File: config.mk
export PLATFORM = sky130hd
export DESIGN_NAME = four_bit_adder
export DESIGN_NICKNAME = d
export VERILOG_FILES = /design/src/rtl/four_bit_adder_pkg.sv /design/src/rtl/four_bit_adder_full_adder.sv /design/src/rtl/four_bit_adder.sv
export SDC_FILE = /design/constraint.sdc
export NUM_CORES = 1
export LEC_CHECK = 0
export ABC_AREA = 0
export BUFFER_PORTS_ARGS = -buffer_cell sky130_fd_sc_hd__buf_2
export CAP_MARGIN = 25
export CORE_AREA = 2 2 39 41
export CTS_CLUSTER_DIAMETER = 30
export CTS_CLUSTER_SIZE = 14
export DETAILED_ROUTE_END_ITERATION = 8
export DIE_AREA = 0 0 41 43
export PLACE_DENSITY = 0.48
export SKIP_CTS_REPAIR_TIMING = 1
export SLEW_MARGIN = 20
export SYNTH_ARGS = -nofsm -noshare
export SYNTH_HDL_FRONTEND = slang
export SYNTH_SLANG_ARGS = --single-unit
File: constraint.sdc
create_clock -name clk -period 1.06 [get_ports clk]
set_clock_uncertainty 0.1 [all_clocks]
set_input_delay 0.106 -clock clk [delete_from_list [all_inputs] [get_ports clk]]
set_output_delay 0.106 -clock clk [all_outputs]
set_load 0.005 [all_outputs]
File: src/rtl/four_bit_adder_pkg.sv
// Shared width and types for the registered ripple-carry adder.
// Consumed by four_bit_adder and its bench.
package four_bit_adder_pkg;

    localparam int ADDER_WIDTH = 4;

    typedef logic [ADDER_WIDTH-1:0] operand_t;
    typedef logic [ADDER_WIDTH:0]   sum_t;

endpackage

File: src/rtl/four_bit_adder_full_adder.sv
// One-bit full adder cell; the top chains WIDTH of these into a ripple-carry adder.
module full_adder (
    input  logic a,
    input  logic b,
    input  logic cin,
    output logic s,
    output logic cout
);

    logic half_sum;

    assign half_sum = a ^ b;
    assign s        = half_sum ^ cin;
    assign cout     = (a & b) | (cin & half_sum);

endmodule

File: src/rtl/four_bit_adder.sv
// Registered unsigned WIDTH-bit adder: ripple-carry core, one output register stage.
// Define FOUR_BIT_ADDER_OVF_EN to add a registered signed-overflow flag (port ovf).
module four_bit_adder
    import four_bit_adder_pkg::*;
#(
    parameter int WIDTH = ADDER_WIDTH
) (
    input  logic             clk,
    input  logic             rst_n,
    input  logic             in_valid,
    input  logic [WIDTH-1:0] operand_a,
    input  logic [WIDTH-1:0] operand_b,
`ifdef FOUR_BIT_ADDER_OVF_EN
    output logic             ovf,
`endif
    output logic [WIDTH:0]   sum,
    output logic             out_valid
);

    logic [WIDTH:0]   carry;
    logic [WIDTH-1:0] sum_bits;
    logic [WIDTH:0]   raw_sum;

    logic [WIDTH:0]   sum_d,       sum_q;
    logic             out_valid_d, out_valid_q;

    assign carry[0] = 1'b0;

    for (genvar i = 0; i < WIDTH; i++) begin : g_ripple
        full_adder u_fa (
            .a    (operand_a[i]),
            .b    (operand_b[i]),
            .cin  (carry[i]),
            .s    (sum_bits[i]),
            .cout (carry[i+1])
        );
    end

    // Final carry lands in the MSB, so the result never wraps.
    assign raw_sum = {carry[WIDTH], sum_bits};

    // NOTE: defaults first in always_comb so every path assigns every output; no latches.
    always_comb begin
        sum_d       = sum_q;
        out_valid_d = in_valid;
        // Select by in_valid so operand X during idle cycles never reaches the register.
        if (in_valid) begin
            sum_d = raw_sum;
        end
    end

    // NOTE: sequential state uses non-blocking assignments only; reset clears all state flops.
    always_ff @(posedge clk or negedge rst_n) begin
        if (!rst_n) begin
            sum_q       <= '0;
            out_valid_q <= 1'b0;
        end else begin
            sum_q       <= sum_d;
            out_valid_q <= out_valid_d;
        end
    end

    assign sum       = sum_q;
    assign out_valid = out_valid_q;

`ifdef FOUR_BIT_ADDER_OVF_EN
    logic ovf_d, ovf_q;

    // Two's-complement overflow: same-sign operands giving an opposite-sign WIDTH-bit result.
    always_comb begin
        ovf_d = ovf_q;
        if (in_valid) begin
            ovf_d = (operand_a[WIDTH-1] == operand_b[WIDTH-1]) &&
                    (raw_sum[WIDTH-1] != operand_a[WIDTH-1]);
        end
    end

    always_ff @(posedge clk or negedge rst_n) begin
        if (!rst_n) begin
            ovf_q <= 1'b0;
        end else begin
            ovf_q <= ovf_d;
        end
    end

    assign ovf = ovf_q;
`endif

endmodule

==> flow_metrics.tcl <==
set metrics [dict create \
    diodes 0 \
    clk_pin_slew_ns 0.05 \
    vias 217 \
    drt_iter0_drc 3 \
    synth_top_area_share 0.480 \
    regArea_um2 150 \
    r2r-end "sum[2]" \
    drcViolationCount 0 \
    core_um2 1380 \
    failed_checks "setup timing" \
    cts.sinks 6 \
    peakVddDrop_mv 0.396 \
    r2r-start "sum[2]" \
    antenna_left 0 \
    io-pin-count 17 \
    setup_ws_ns -0.483 \
    setup_viol 3 \
    layout_common_cells "buf_2, dfrtp_1, inv_1, mux2_4, clkbuf_4" \
    numCtsBuffers 3 \
    avgSynthCellArea_um2 14.9 \
    hold_viol 0 \
    synth_seq_cells 6 \
    intPower_uw 494 \
    grt-ovfl-total 0 \
    gp_congestion 0.677 \
    clk_path_buf_depth 2 \
    start_kind "input port" \
    seqPwrFrac 0.428 \
    rrSetupSlack_ns 0.20 \
    yosysSeqAreaShare 0.480 \
    placed_cells 52 \
    ys_types 9 \
    drive_gt1_frac 0.634 \
    grt_usage 0.0853 \
    place_area_um2 419 \
    drv_slew 0 \
    holdPathEnd "sum[3]" \
    grt_first_pass_wirelength_um 945 \
    period_share 1.46 \
    maxCapViolCount 0 \
    layout_commonest_cell "buf_2" \
    power.leakage_nw 0.241 \
    grt_start_max_net_pins 8 \
    fp-row-count 14 \
    synth_nets 36 \
    outcome "complete, but fails checks" \
    antenna_found_initial 0 \
    start_util 0.226 \
    end_kind "register" \
    clk-insertion-delay-late_ns 0.24 \
    avgViaCountPerCell 3.81 \
    port_buffers 16 \
    path_max_fanout 1 \
    holdPathStages 2 \
    dieHeight_um 43 \
    switching_share 0.254 \
    nFillCells 142 \
    crit_type "in2reg" \
    final_cells 57 \
    yosysTopAreaCell "dfrtp_1" \
    clkPwrFrac 0.328 \
    final_area_um2 474 \
    max_slew_margin 0.880 \
    dr.pass1.iters 3 \
    dp_hpwl_um 498 \
    netlist_area_um2 313 \
    fp.dieArea_um2 1760 \
    synthesis.instances 21 \
    grt_pass1_vias 215 \
    powerDensity_nw_per_um2 1400 \
    synth_area_leaders "dfrtp_1, fa_1, mux2_4, inv_1, ha_1" \
    worst_pin_slew_ns 0.180 \
    multi_input_area_um2 154 \
    final_nets 58 \
    root_buffer "clkbuf_4" \
    fmax_mhz 648 \
    crit_arrival_ns 1.62 \
    wl_um 638 \
    avgRoutedWirePerCell_um 11.2 \
    p_sw_uw 168 \
    tritoncts "built" \
    finalCriticalPeriod_ns 1.54 \
    hold_path.class "in2reg" \
    combPwrFrac 0.244 \
    min_from "in_valid" \
    rsz0062_at_grt "yes" \
    rr_worst_depth 1 \
    crit_required_ns 1.14 \
    yosys_warnings 0 \
    htree_levels 1 \
    die_w_um 41 \
    syn_to_final_growth_pct 51.6 \
]
[synthesized netlist by cell type]
library cell / n
a21oi_1: 1
buf_6: 1
mux2_4: 3
mux2i_1: 1
fa_1: 3
dfrtp_1: 6
ha_1: 1
nor2_1: 1
inv_1: 4
[critical path, stage by stage]
cell	delay, ns
buf_6	0.10
ha_4	0.15
fa_2	0.34
fa_2	0.34
inv_2	0.06
fa_1	0.39
a21oi_1	0.14
[power by group through the flow]
stage | Clock (mW) | Sequential, mW | Combinational, mW
after floorplan | 0 | 0.291 | 0.0789
after global placement | 0 | 0.286 | 0.151
after detailed placement | 0 | 0.288 | 0.157
after CTS | 0.226 | 0.285 | 0.158
after global routing | 0.232 | 0.288 | 0.182
final | 0.217 | 0.283 | 0.162
[metrics by stage]
| step | hold WS [ns] | power [mW] | worst slack, ns | setup TNS (ns) | util |
|---|---|---|---|---|---|
| 2_1_floorplan | -0.290 | 0.370 | -0.645 | -1.55 | - |
| 3_3_place_gp | -0.166 | 0.437 | -0.793 | -2.14 | 0.303 |
| 3_5_place_dp | -0.157 | 0.444 | -0.821 | -2.23 | 0.303 |
| 4_1_cts | -0.426 | 0.669 | -0.556 | -1.21 | 0.319 |
| 5_1_grt | 0.0820 | 0.703 | -0.526 | -1.05 | 0.343 |
| 6_report | 0.0728 | 0.662 | -0.483 | -0.962 | 0.343 |
[layout make-up]
| cell class | instances | area share |
|---|---|---|
| Inverter | 4 | 0.0317 |
| Sequential cell | 6 | 0.317 |
| Clock buffer | 3 | 0.0475 |
| Tap cell | 16 | 0.0422 |
| Multi-Input combinational cell | 10 | 0.325 |
| Timing Repair Buffer | 18 | 0.237 |
[how the worst max path moves through the flow]
stage | from | end | cells past startpoint
floorplan | operand_a[0] | sum[3] | 6
global placement | operand_a[0] | sum[3] | 7
detailed placement | operand_a[0] | sum[3] | 7
CTS | operand_a[0] | sum[3] | 7
global route | operand_b[0] | sum[3] | 7
finish | operand_b[0] | sum[3] | 7
[state kept, by name (all words and copies together) (netlist names)]
signal,flops
sum,5
out_valid,1
[cells by family after synthesis]
group	count (synthesis)	share of synthesized area
AO/OA/AOI/OAI	1	0.0160
flip-flops	6	0.480
AND/OR/NAND/NOR	1	0.0120
buffers and inverters	5	0.0840
adder cells (fa/ha/maj)	4	0.232
multiplexers	4	0.176
[metal layers]
metal / GRT usage / up-vias / wire [um]
li1: - / 105 / -
met4: 0.0800 / 0 / 0
met3: 0.0314 / 0 / 45
met2: 0.125 / 7 / 373
met1: 0.0867 / 105 / 219
met5: 0 / - / 0
Note: power is estimated with default switching activity, not from simulation.
